--- src/rtl/somador_subtrator_serial_pkg.sv ---
// Shared types for the bit-serial adder/subtractor: FSM state encoding and op codes.
package somador_subtrator_serial_pkg;

  typedef enum logic [1:0] {
    IDLE = 2'd0,
    RUN  = 2'd1,
    DONE = 2'd2
  } state_t;

  localparam logic OP_ADD = 1'b0;
  localparam logic OP_SUB = 1'b1;

endpackage

--- src/rtl/somadorcompleto.sv ---
// One-bit full-adder cell with the carry registered between cycles.
// load seeds the carry at accept time; en advances it once per processed bit.
module somadorcompleto (
  input  logic clk,
  input  logic rst,
  input  logic load,
  input  logic c_init,
  input  logic en,
  input  logic a,
  input  logic b,
  output logic s,
  output logic c_in,
  output logic c_out
);

  logic c_q, c_d;

  assign c_in  = c_q;
  assign s     = a ^ b ^ c_q;
  assign c_out = (a & b) | (a & c_q) | (b & c_q);

  always_comb begin
    c_d = c_q;
    if (load) begin
      c_d = c_init;
    end else if (en) begin
      c_d = c_out;
    end
  end

  always_ff @(posedge clk) begin
    if (rst) begin
      c_q <= 1'b0;
    end else begin
      c_q <= c_d;
    end
  end

endmodule

--- src/rtl/somador_subtrator_serial.sv ---
// Bit-serial add/subtract, LSB first, one bit per cycle; result appears WIDTH edges after accept.
// The operand A register doubles as the result shift register: sums enter at the MSB as A bits leave.
module somador_subtrator_serial
  import somador_subtrator_serial_pkg::*;
#(
  parameter int WIDTH = 8
) (
  input  logic             clk,
  input  logic             rst,
  input  logic             start,
  input  logic             op,
  input  logic             cin,
  input  logic [WIDTH-1:0] a,
  input  logic [WIDTH-1:0] b,
  output logic             ready,
  output logic [WIDTH-1:0] s,
  output logic             cout,
  output logic             ovf,
  output logic             zero,
  output logic             done
);

  localparam int CW = $clog2(WIDTH);
  localparam logic [CW-1:0] LAST = CW'(WIDTH - 1);

  state_t           state_q, state_d;
  logic [CW-1:0]    cnt_q, cnt_d;
  logic [WIDTH-1:0] a_q, a_d;
  logic [WIDTH-1:0] b_q, b_d;
  logic             op_q, op_d;
  logic [WIDTH-1:0] s_q, s_d;
  logic             cout_q, cout_d;
  logic             ovf_q, ovf_d;
  logic             zero_q, zero_d;

  logic             accept;
  logic             fa_s, fa_cin, fa_cout;
  logic [WIDTH-1:0] shifted_a;

  assign accept    = (state_q == IDLE) && start;
  assign shifted_a = {fa_s, a_q[WIDTH-1:1]};

  // Subtraction feeds ~b with the carry seeded to ~cin, so a borrow-in becomes a missing +1.
  somadorcompleto u_fa (
    .clk    (clk),
    .rst    (rst),
    .load   (accept),
    .c_init ((op == OP_ADD) ? cin : ~cin),
    .en     (state_q == RUN),
    .a      (a_q[0]),
    .b      (b_q[0] ^ (op_q == OP_SUB)),
    .s      (fa_s),
    .c_in   (fa_cin),
    .c_out  (fa_cout)
  );

  always_comb begin
    state_d = state_q;
    cnt_d   = cnt_q;
    a_d     = a_q;
    b_d     = b_q;
    op_d    = op_q;
    s_d     = s_q;
    cout_d  = cout_q;
    ovf_d   = ovf_q;
    zero_d  = zero_q;

    case (state_q)
      IDLE: begin
        if (start) begin
          state_d = RUN;
          cnt_d   = '0;
          a_d     = a;
          b_d     = b;
          op_d    = op;
          s_d     = '0;
          cout_d  = 1'b0;
          ovf_d   = 1'b0;
          zero_d  = 1'b0;
        end
      end
      RUN: begin
        a_d   = shifted_a;
        b_d   = {1'b0, b_q[WIDTH-1:1]};
        cnt_d = cnt_q + CW'(1);
        if (cnt_q == LAST) begin
          state_d = DONE;
          s_d     = shifted_a;
          cout_d  = fa_cout ^ (op_q == OP_SUB);
          ovf_d   = fa_cin ^ fa_cout;
          zero_d  = (shifted_a == '0);
        end
      end
      DONE:    state_d = IDLE;
      default: state_d = IDLE;
    endcase
  end

  always_ff @(posedge clk) begin
    if (rst) begin
      state_q <= IDLE;
      cnt_q   <= '0;
      a_q     <= '0;
      b_q     <= '0;
      op_q    <= 1'b0;
      s_q     <= '0;
      cout_q  <= 1'b0;
      ovf_q   <= 1'b0;
      zero_q  <= 1'b0;
    end else begin
      state_q <= state_d;
      cnt_q   <= cnt_d;
      a_q     <= a_d;
      b_q     <= b_d;
      op_q    <= op_d;
      s_q     <= s_d;
      cout_q  <= cout_d;
      ovf_q   <= ovf_d;
      zero_q  <= zero_d;
    end
  end

  assign ready = (state_q == IDLE);
  assign done  = (state_q == DONE);
  assign s     = s_q;
  assign cout  = cout_q;
  assign ovf   = ovf_q;
  assign zero  = zero_q;

endmodule

--- config.mk ---
export PLATFORM = sky130hd
export DESIGN_NAME = somador_subtrator_serial
export DESIGN_NICKNAME = d
export VERILOG_FILES = /design/src/rtl/somador_subtrator_serial_pkg.sv /design/src/rtl/somadorcompleto.sv /design/src/rtl/somador_subtrator_serial.sv
export SDC_FILE = /design/constraint.sdc
export NUM_CORES = 1
export LEC_CHECK = 0
export CORE_ASPECT_RATIO = 1.25
export CORE_MARGIN = 3
export CORE_UTILIZATION = 40
export CTS_CLUSTER_SIZE = 30
export DETAILED_ROUTE_END_ITERATION = 7
export MAX_ROUTING_LAYER = met4
export PLACE_DENSITY = 0.77
export SETUP_SLACK_MARGIN = 0.2
export SLEW_MARGIN = 30
export SYNTH_ARGS = -nofsm -noshare
export SYNTH_HDL_FRONTEND = slang
export SYNTH_SLANG_ARGS = --single-unit
--- constraint.sdc ---
create_clock -name clk -period 2 [get_ports clk]
set_input_delay 0.2 -clock clk [delete_from_list [all_inputs] [get_ports clk]]
set_output_delay 0.2 -clock clk [all_outputs]
set_load 0.005 [all_outputs]
* Yosys cells after proc, flatten, opt, wreduce, memory -nomap -nowiden
Cells that the tools add are included.
** Storage, ports and cells
- Flip-flop bits (word level) :: 34
- Output and inout bits :: 13
- Input bits :: 21
** Cells by class
- Mux-type cells :: 22
- Reductions and logical operators :: 9
- $add $sub $neg :: 1
- Bitwise logic cells :: 11
- Eq/ne operators :: 5
** Operators by type and width (count)
- one-hot mux 8 bit (2 select lines) :: 3
- 2-to-1 mux 8 bit :: 4
- zero test 8 bit :: 1
- 2-to-1 mux 1 bit :: 7
- one-hot mux 1 bit (2 select lines) :: 3
- one-hot mux 3 bit (2 select lines) :: 1
- AND reduction 2 bit :: 3
- XOR 1 bit :: 5
- 2-to-1 mux 2 bit :: 2
- != test 2 bit (second input constant) :: 2
- one-hot mux 2 bit (2 select lines) :: 1
- nonzero test 2 bit :: 2
- adder 3 x 1 -> 3 bit (second input constant) :: 1
- AND 1 bit :: 3
- equality test 3 bit (second input constant) :: 1
- 2-to-1 mux 3 bit :: 1
- AND reduction 3 bit :: 1
- equality test 2 x 1 -> 1 bit (second input constant) :: 1
- equality test 2 bit (second input constant) :: 1
- zero test 2 bit :: 1
- bitwise OR 1 bit :: 2
- logical AND 1 bit :: 1
- NOT 1 bit :: 1

* Longest topological paths before layout
Gate-level depths: netlist (run 1).
- Depth after elaboration :: 7
- Depth in mapped cells :: 6

* Modules after synthesis
Synthesis (run 1) repeated with hierarchy kept, for this count alone.
** Second synthesis, totals
- Cell total of the unflattened synthesis :: 172
- Area, all modules :: 1545.2 µm²
** Modules (own cells, without submodules)
- somador_subtrator_serial :: instances 1, cells an instance 166, area an instance 1472.7 µm²
- somadorcompleto :: instances 1, cells an instance 6, area an instance 72.6 µm²

* Least setup slack after synthesis (run 1)
OpenSTA, ideal clock, no wires.
- Path kind :: register to register
- Start point :: register cnt_q[0]
- End point :: register zero_q, in the netlist zero
- Path slack :: 0.541 ns
- Arrival time :: 1.345 ns
- Path buffers :: 1
- Cell stages (with the launch flop) :: 7
- Period minus slack after synthesis :: 1.459 ns
- Library setup time :: 0.114 ns
- Cells stage by stage :: dfxtp_1 -> ha_1 -> ha_1 -> and4bb_2 -> buf_4 -> and3_1 -> a21o_1
** On the way
- Word-level cells in the longest chain between the ends :: 3
** RTL lines
- from (decl) :: RTL line somador_subtrator_serial.sv:27 : logic [CW-1:0] cnt_q, cnt_d;
- from (signal assigned) :: RTL line somador_subtrator_serial.sv:112 : cnt_q <= cnt_d;
- equality test 3 bit :: RTL line somador_subtrator_serial.sv:86 : if (cnt_q == LAST) begin
- != test 2 bit (no source line)
- AND reduction 3 bit (no source line)
- to (signal assigned) :: RTL line somador_subtrator_serial.sv:119 : zero_q <= zero_d;
- to (decl) :: RTL line somador_subtrator_serial.sv:34 : logic zero_q, zero_d;
Every way passes these cells.
A chain may end at the register's enable or synchronous reset.

* Worst setup path in the final report (run 1)
- Start point :: register state_q[0]
- End point :: output done
** On the way
- Word-level cells in the longest chain between the ends :: 1
** RTL lines
- from (decl) :: RTL line somador_subtrator_serial.sv:26 : state_t state_q, state_d;
- from (signal assigned) :: RTL line somador_subtrator_serial.sv:111 : state_q <= state_d;
- equality test 2 bit :: RTL line somador_subtrator_serial.sv:124 : assign done = (state_q == DONE);
- to (decl) :: RTL line somador_subtrator_serial.sv:20 : output logic done
Every way passes these cells.

==> impl_results.md, run 1 <==
* Routed Antenna Nets at 0
* Setup violations, final at 0
* # H-tree levels at 2
* #FFs+latches synth at 34
* RSZ-0062 raised after global routing: no
* Port-buffer cells at 33
* DRT Pass-1 Iters at 4
* Clock Latency Late Sink at approximately 0.28 ns
* Vias per cell at 5.456
* Worst clock skew at about 0.0038 ns
* Largest family of logic cells by synthesized area: compound AO/OA/AOI/OAI gates
* Total Neg Setup Slack at 0 ns
* CTS tree: built
* Die Wd at 60.43 um
* Max Slew Vio Count at 0
* WP data arrival at 1.42 ns
* Post-Synth XOR/XNOR Area at 2.365%
* Max-Cap Viols at 0
* Cts hold-fix bufs at 0
* Hold Path Class: reg -> reg
* Sequential fraction of the synthesis area at between 40% and 50%
* Syn_nets at 180
* Post-DP HPWL at 2.217 mm
* Hold Startpoint: zero
* CP Capture Point: done
* Sw power at ~360 uW
* Final core occ at a little over half
* Complex-gate fraction of the synthesized area at approximately 25%
* Mapped Avg Cell Area at about 9.5 sq um
* Postcts setup bufs at 0
* Antenna diodes at 0
* Run status: completed
* I/O pin total at 34
* Maximum fanout along the worst path at 12
* R2R cell count at 5
* Final non-filler cell total at 226
* Final hold slack at between 0.4 and 0.5 ns
* Post-synthesis mux area share at between 1 and 1.5%
* Die Area at around 4500 sq um
* Yosys warning total at 0
* Initial Util at between 40% and 50%
* Synth unique cells at 32
* Number of global-route vias before repair at approximately 1200
* Vias at 1233
* Clk buf depth at 2
* Critical Path Start Type: register
* Site row count at 24
* Root Driver: clkbuf_8
* Largest net degree at the start of global routing at 25
* Synth Instances at about 160
* Register share of total power at 43.7%
* Nets at 210
* Crit. Startpoint: state_q[0]
* Reg2reg setup slack at 0.40 ns
* Sw Ratio at a little over a fifth
* Minimum clock period at between 1.5 and 2 ns
* Leak pwr at 0.0007762 uW
* Initial antenna violation count at 0
* Mapped Area at approximately 1500 sq um
* Fmax at 617.6 MHz
* Share of post-route cells with drive strength above 1 at under 10%
* Total placed cells including tap cells at between 200 and 250
* GRT Overall Usage at 15.90%
* Layout area overhead at 29.22%
* DIE HEIGHT at approximately 74 um
* Remaining DRCs at 0
* Clock network fraction of total power at 45.1%
* Final wirelength at between 3 and 4 mm
* Crit-path slowest cell: dfxtp_1
* Global route total overflow at 0
* Combinational share of power at approximately 11%
* Peak supply drop at between 0.0007 and 0.0008 V
* Sequence of cells on the critical path: nor2_1 -> clkdlybuf4s50_1
* # clock sinks at 34
* Slowest stage delay, CP at 0.60 ns
* Final period util at 80.96%
* CTS buffer count at 5
* Hold Vio Cnt, Final at 0
* Routed WL per cell at about 14 um
* Worst r2r src: cnt_q[0]
* Critical path class: reg -> out
* Pwr Density at 890.4 nW/um^2
* Post_cts resized at 0
* Reg-to-reg endpoint: s[6]
* Worst slew pin tran at between 0.5 and 0.6 ns
* Global-route wire length before repair at approximately 5.3 mm
* Int Pwr at ~1300 uW
* Worst EP required at roughly 1.8 ns
* Initial DRC Count at 43
* Setup crit end kind: primary output
* Placeable Area at approximately 3500 sq um
* Most frequent cells in the layout: 33 x dfxtp_1, 33 x clkdlybuf4s50_1, 23 x nor2_1
* Simple-gate area share of the yosys netlist at between 10% and 20%
* GPL Wtd Cong at 0.7648
* Relative slew margins at between 60 and 70%
* Synth Area in Adders at around 3%
* Clock-pin slew on the worst setup and hold paths at around 0.07 ns
## logic make-up after synthesis
family / Yosys count
DFF: 34
and+or+nand+nor: 48
adders and majority gates: 3
buffers and inverters: 14
AOI/OAI and AO/OA: 51
muxes: 2
xor gates and xnor gates: 4
## stage by stage
| stage | worst slack, ns | power, uW | cell area (sq um) |
|---|---|---|---|
| finish | 0.3808 | 1705 | 1914 |
| global route | 0.2839 | 1771 | 1914 |
| CTS | 0.2574 | 1721 | 1913 |
| detailed placement | 0.3597 | 949.7 | 1770 |
| global placement | 0.4546 | 942.2 | 1770 |
| floorplan | 0.5413 | 889.4 | 1481 |
## cell usage after synthesis
master | number | share of area, %
a21oi_1 | 16 | 5.4
ha_1 | 2 | 1.7
a21o_1 | 1 | 0.51
inv_1 | 1 | 0.25
buf_2 | 2 | 0.68
fa_1 | 1 | 1.4
nor3b_1 | 1 | 0.51
xor2_1 | 4 | 2.4
o21ba_2 | 1 | 0.68
buf_4 | 4 | 2.0
nor4_1 | 2 | 0.84
o21ai_0 | 2 | 0.68
nand4_1 | 2 | 0.84
a22o_1 | 8 | 4.7
a311oi_1 | 1 | 0.59
o21ba_1 | 1 | 0.68
o21bai_4 | 1 | 1.3
buf_12 | 1 | 1.4
nand2_1 | 16 | 4.1
and4bb_2 | 1 | 0.84
and3_1 | 1 | 0.42
a211oi_1 | 15 | 7.6
a22oi_1 | 3 | 1.5
buf_6 | 4 | 3.0
nor2_1 | 23 | 5.8
clkbuf_1 | 2 | 0.51
mux2i_1 | 2 | 1.4
and2b_1 | 1 | 0.51
nand2b_1 | 1 | 0.42
a222oi_1 | 1 | 0.68
dfxtp_1 | 34 | 46
a211oi_2 | 1 | 0.84
## routing by layer
| metal | global-route usage [%] | part of all wire (%) | up-vias |
|---|---|---|---|
| li1 | - | - | 620 |
| met5 | - | 0 | - |
| met4 | 6.506 | 1.1 | 0 |
| met2 | 25.84 | 50 | 30 |
| met1 | 18.99 | 42 | 578 |
| met3 | 3.299 | 6.1 | 5 |
## critical path: cells and delay by family, from the launching register on
| family | cells | cell delay (ns) |
|---|---|---|
| flip-flops | 1 | 0.60 |
| buffers and inverters | 1 | 0.46 |
| AND/OR/NAND/NOR | 1 | 0.08 |
## power by group through the flow
stage | logic, uW | registers [uW] | clock network [uW]
4_1_cts | 192 | 745 | 784
2_1_floorplan | 141 | 748 | 0
6_report | 191 | 745 | 769
5_1_grt | 215 | 750 | 806
3_5_place_dp | 190 | 760 | 0
3_3_place_gp | 184 | 758 | 0
## sequential cells by signal (all words and copies together) (netlist names)
| signal | count |
|---|---|
| op_q | 1 |
| ovf | 1 |
| cnt_q | 3 |
| zero | 1 |
| b_q | 8 |
| s | 8 |
| cout | 1 |
| u_fa.c_in | 1 |
| state_q | 2 |
| a_q | 8 |
## how the worst min path moves through the flow
stage	endpoint	slack, ns	cells after the start
2_1_floorplan	a_q[7]	0.34	2
4_1_cts	zero	0.46	1
3_3_place_gp	zero	0.44	1
3_5_place_dp	zero	0.44	1
6_report	zero	0.46	1
5_1_grt	b_q[6]	0.48	3
## final cells by class
cell class	instances	area, sq um
inverters	1	3.754
well taps	39	48.80
clock inverters	2	60.06
multi-input cells	108	684.4
clock buffers	6	82.58
flip-flops and latches	34	681.9
repair buffers	36	352.8
fillers	326	1599
No activity file was read; power rests on OpenSTA's default activity.
==> inputs of run 2 (changes only) <==
--- a/config.mk
+++ b/config.mk
@@ -11,7 +11,7 @@
 export CTS_CLUSTER_SIZE = 30
 export DETAILED_ROUTE_END_ITERATION = 7
 export MAX_ROUTING_LAYER = met4
-export PLACE_DENSITY = 0.77
+export PLACE_DENSITY = 0.8
 export SETUP_SLACK_MARGIN = 0.2
 export SLEW_MARGIN = 30
 export SYNTH_ARGS = -nofsm -noshare
==> constraint.sdc (replaced) <==
create_clock -name clk -period 1.3 [get_ports clk]
set_input_delay 0.13 -clock clk [delete_from_list [all_inputs] [get_ports clk]]
set_output_delay 0.13 -clock clk [all_outputs]
set_load 0.005 [all_outputs]
==> run 2 against run 1 <==
  * The flow now finishes with violations (negative setup slack)
  * Critical path depth rose by 3
  * Total power grew 54%
  * Count of clock-buffer cells in the layout unchanged
  * Critical path type is now reg -> reg
  * Final cell count up 14%
  * Worst setup slack got worse by 0.67 ns
  * Global-route usage grew 6.7 points
  * Hold slack got worse by 0.056 ns
  * Utilization rose by 19 points
==> impl_results.md, run 2 (same netlist as run 1, synthesis figures left out) <==
* Clk buf depth at 2
* Worst Hold Depth at 3
* Hold Vio Cnt, Final at 0
* Die Area at 4474 sq um
* Run status: finished, violations left
* Layout fillers at 240
* Most common cell after layout, fill and taps aside: dfxtp_1
* Port-buffer cells at 33
* Pre-CTS setup slack at -0.2474 ns
* Total placed cells including tap cells at around 230
* Initial DRC Count at between 50 and 60
* Failing checks: negative setup slack
* Site row count at 24
* Fmax at ~630 MHz
* Routed WL per cell at 20.35 um
* Crit. Startpoint: op_q
* Clock-pin slew on the worst setup and hold paths at about 0.070 ns
* GRT Overall Usage at ~23%
* Initial Util at a little over two fifths
* # clock sinks at 34
* Worst r2r src: op_q
* I/O pin total at 34
* Layout area overhead at 74.16%
* Critical Path Start Type: register
* CTS tree: built
* DIE HEIGHT at roughly 74 um
* Antenna diodes at 0
* Final wirelength at between 5 and 6 mm
* Initial antenna violation count at 0
* Maximum fanout along the worst path at 3
* Pwr Density at 1015 nW/um^2
* Global route total overflow at 0
* Worst EP required at roughly 1.5 ns
* Peak supply drop at slightly below 0.001 V
* Max-Cap Viols at 0
* Max Slew Vio Count at 0
* Leak pwr at ~0.0010 uW
* DRT Pass-1 Iters at 4
* Setup violations, final at 14
* Routed Antenna Nets at 0
* Worst slew pin tran at between 0.4 and 0.5 ns
* Global-route wire length before repair at between 7 and 8 mm
* Remaining DRCs at 0
* Hold Path Class: in -> reg
* Clock Latency Late Sink at about 0.3 ns
* Number of global-route vias before repair at approximately 1500
* Share of post-route cells with drive strength above 1 at between 50 and 60%
* Minimum clock period at about 1.6 ns
* Post-DP HPWL at 2.411 mm
* Cts hold-fix bufs at 0
* GPL Wtd Cong at just under 0.8
* Vias at 1531
* # H-tree levels at 2
* Nets at 241
* Worst clock skew at roughly 0.0089 ns
* Total Neg Setup Slack at -1.199 ns
* R2R cell count at 5
* Critical path class: reg -> reg
* Final period util at 122.5%
* Setup WS post-layout at -0.2930 ns
* Vias per cell at 5.957
* Most frequent cells in the layout: 25 x dfxtp_1, 19 x clkdlybuf4s50_1, 15 x a211oi_2, 15 x buf_4, 12 x dlygate4sd2_1
* Final non-filler cell total at around 260
* RSZ-0062 raised after global routing: yes
* Relative slew margins at ~72%
* Die Wd at between 60 and 70 um
* Root Driver: clkbuf_8
* Setup crit end kind: register
* Hold Startpoint: b[6]
* Placeable Area at about 3500 sq um
* CTS buffer count at 5
* Largest net degree at the start of global routing at 20
* WP data arrival at roughly 1.8 ns
==> run 2: changes by cell type in the layout (fill, tap and decap cells not counted), sizes merged <==
cell,change
dlygate4sd2,+12
buf,+30
clkinv,+1
o21ba,+3
bufinv,-2
clkdlybuf4s50,-14
clkinvlp,+1
==> run 2: path summary, 6_finish.rpt <==
| path | end | slack [ns] |
|---|---|---|
| hold / removal | b_q[6] | 0.40 |
| setup / recovery | zero | -0.29 |
| setup reg to reg | zero | -0.29 |
| hold reg to reg | s[7] | 0.47 |
==> run 2: worst max-delay path, cell delays in order, from the launching register on <==
cell and delay, ns:
dfxtp_2 0.34, xor2_2 0.17, fa_2 0.57, nor4_2 0.05, and3_1 0.17, a21o_1 0.18
==> run 2: final cells by class <==
cell class,count,area (sq um),area share (%)
Clock inverter,2,12.51,0.4850
Timing Repair Buffer,64,648.1,25.12
Sequential cell,34,696.9,27.01
Tap cell,39,48.80,1.891
Multi-Input combinational cell,111,1085,42.05
Inverter,1,6.256,0.2425
Clock buffer,6,82.58,3.201
==> run 2: through the flow <==
step                hold slack (ns)  cell area [sq um]  util, %  total power (uW)
floorplan                    0.2700               1560        -              1393
global placement             0.4533               1962    55.84              1527
detailed placement           0.4565               1962    55.84              1540
CTS                          0.3918               2402    68.38              2508
global route                 0.4106               2580    73.43              2710
finish                       0.4006               2580    73.43              2619
==> run 2: timing repair <==
item,CTS,global route
pin swaps,30,16
endpoints found under the setup margin,47,35
setup buffers,8,4
resized for setup,85,31
cloned,5,0
hold endpoints to repair,0,0
==> run 2: report_power, final <==
group | leakage [uW] | total (uW) | internal [uW] | switching (uW)
sequential | 0.000283 | 1170 | 1090 | 75.5
clock | 0.0000472 | 828 | 425 | 402
combinational | 0.000718 | 621 | 329 | 292
total | 0.00105 | 2620 | 1850 | 770
==> run 2: metal layers <==
layer  GRT usage [%]  vias up  share of wire, %
li1                -      693                 -
met1           23.77      746                36
met4           12.77        0               4.7
met2           36.78       70                54
met3           7.292       22               5.6
met5               -        -                 0
==> inputs of run 3 (changes only) <==
--- a/config.mk
+++ b/config.mk
@@ -7,11 +7,12 @@
 export LEC_CHECK = 0
 export CORE_ASPECT_RATIO = 1.25
 export CORE_MARGIN = 3
-export CORE_UTILIZATION = 40
+export CORE_UTILIZATION = 44
+export CTS_CLUSTER_DIAMETER = 200
 export CTS_CLUSTER_SIZE = 30
 export DETAILED_ROUTE_END_ITERATION = 7
 export MAX_ROUTING_LAYER = met4
-export PLACE_DENSITY = 0.8
+export PLACE_DENSITY = 0.85
 export SETUP_SLACK_MARGIN = 0.2
 export SLEW_MARGIN = 30
 export SYNTH_ARGS = -nofsm -noshare
==> run 3 against run 2 <==
  * The run still ends with negative setup slack left
  * Worst setup slack worse by 0.080 ns
  * Final cell count up 4.3%
  * Global-route usage up 8.4 points
  * Non-clock buffer count up 12
  * Utilization up 16 points
  * Via count up 13%
  * Count of clock-buffer cells in the layout unchanged
  * Critical path depth unchanged
  * Critical endpoint unchanged
  * Register-to-register slack worse by 0.08 ns
  * Die area down 8.3%
==> impl_results.md, run 3 (same netlist as run 1, synthesis figures left out) <==
* Run status: finished, violations left
* Failing checks: negative setup slack
* Maximum fanout along the worst path at 3
* RSZ-0062 raised after global routing: yes
* Setup crit end kind: register
* Most common cell after layout, fill and taps aside: clkdlybuf4s50_1
* Clock Latency Late Sink at roughly 0.36 ns
* GRT Overall Usage at a little under a third
* Die Area at roughly 4100 sq um
* Total power at approximately 2700 uW
* Minimum clock period at between 1.5 and 2 ns
* Placeable Area at 3083 sq um
* Critical path buffers and inverters at 0
* Hold Path Class: in -> reg
* DIE HEIGHT at about 71 um
* Multi-input combinational cell area at roughly 1100 sq um
* Largest net degree at the start of global routing at 21
* I/O pin total at 34
* Routed WL per cell at around 25 um
* Pwr Density at approximately 980 nW/um^2
* Setup WS post-layout at -0.3731 ns
* GPL Wtd Cong at between 0.7 and 0.8
* Max Slew Vio Count at 0
* Crit-path slowest cell: fa_2
* CTS buffer count at 5
* Reg2reg setup slack at -0.37 ns
* Nets at roughly 260
* Worst slew pin tran at 0.6682 ns
* Clock-pin slew on the worst setup and hold paths at 0.11 ns
* Routed Antenna Nets at 0
* Global route total overflow at 0
* Leak pwr at ~0.0011 uW
* Remaining DRCs at 0
* Relative slew margins at a little under three fifths
* Critical Path Start Type: register
* Worst EP required at between 1.5 and 2 ns
* Slowest stage delay, CP at roughly 0.5 ns
* Initial DRC Count at roughly 110
* Sequence of cells on the critical path: xor2_2 -> fa_2 -> nor4_2 -> and3_1 -> a21o_1
* Clk buf depth at 2
* Vias per cell at approximately 6.4
* Most frequent cells in the layout: 20 x clkdlybuf4s50_1, 19 x nor2_1, 19 x buf_4
* Vias at 1728
* Global-route wire length before repair at 8.976 mm
* Final period util at 128.7%
* Antenna diodes at 0
* Port-buffer cells at 33
* Final wirelength at between 6 and 7 mm
* # clock sinks at 34
* DRT Pass-1 Iters at 5
* Crit. Startpoint: b_q[0]
* CTS tree: built
* Worst clock skew at 0.01033 ns
* Max-Cap Viols at 0
* Initial antenna violation count at 0
* Setup violations, final at 31
* Die Wd at 57.90 um
* R2R cell count at 5
* Layout fillers at roughly 120
* Hold Startpoint: b[2]
* Fmax at 597.7 MHz
* Hold Vio Cnt, Final at 0
* Cell family with most CP delay: simple AND/OR/NAND/NOR gates
* Total placed cells including tap cells at ~230
* Critical path depth at 5
* Critical path class: reg -> reg
* Layout area overhead at 86.40%
* WP data arrival at ~2 ns
* Root Driver: clkbuf_4
* Worst Hold Depth at 3
* Initial Util at around 48%
* Final non-filler cell total at between 200 and 300
* Peak supply drop at between 0.0008 and 0.0009 V
* Register area at 705.7 sq um
* Number of global-route vias before repair at ~1700
* Worst r2r src: b_q[0]
* Post-DP HPWL at ~2.6 mm
* # H-tree levels at 2
* Site row count at 22
* Share of post-route cells with drive strength above 1 at between 50 and 60%
[run 3: per-stage QoR]
step           worst slack, ns  util, %  instance area [sq um]  TNS, ns  hold WS (ns)
5_1_grt                -0.3933    89.57                   2761   -4.539        0.3204
2_1_floorplan          -0.1246        -                   1560  -0.2715        0.2700
3_5_place_dp           -0.2742    62.38                   1923   -6.409        0.4383
6_report               -0.3731    89.57                   2761   -3.734        0.3249
3_3_place_gp           -0.2011    62.38                   1923   -4.665        0.4323
4_1_cts                -0.1909    83.24                   2566   -1.403        0.3151
[run 3: per-layer routing]
metal	vias to the layer above	part of all wire, %	GRT usage (%)
met1	833	37	30.73
met2	132	50	54.27
met4	0	5.3	17.27
met5	-	0	-
met3	40	7.1	7.482
li1	723	-	-
[run 3: layout make-up]
cell class | count | area share (%)
Multi-Input combinational cell | 114 | 40.19
Timing Repair Buffer | 76 | 29.54
Sequential cell | 34 | 25.56
Clock buffer | 6 | 1.858
Tap cell | 36 | 1.631
Clock inverter | 1 | 1.087
Inverter | 1 | 0.1359
[run 3: timing repair]
| action | CTS | global route |
|---|---|---|
| pin swaps | 36 | 19 |
| resized for setup | 85 | 35 |
| setup endpoints to repair | 45 | 41 |
| setup buffers | 22 | 4 |
| cloned | 8 | 1 |
| hold buffers | 0 | 0 |
[run 3: power breakdown]
group / internal [uW] / switching, uW
clock network: 447 / 386
registers: 1090 / 72.2
logic: 371 / 331
total: 1910 / 789
[run 3: final timing paths]
| path | to |
|---|---|
| max | zero |
| max reg2reg | zero |
| min reg2reg | zero |
| min | b_q[2] |
[run 3: tightest hold or removal path: stages]
cell and delay, ns:
clkdlybuf4s50_1 0.39, nand2_1 0.07, a211oi_2 0.06
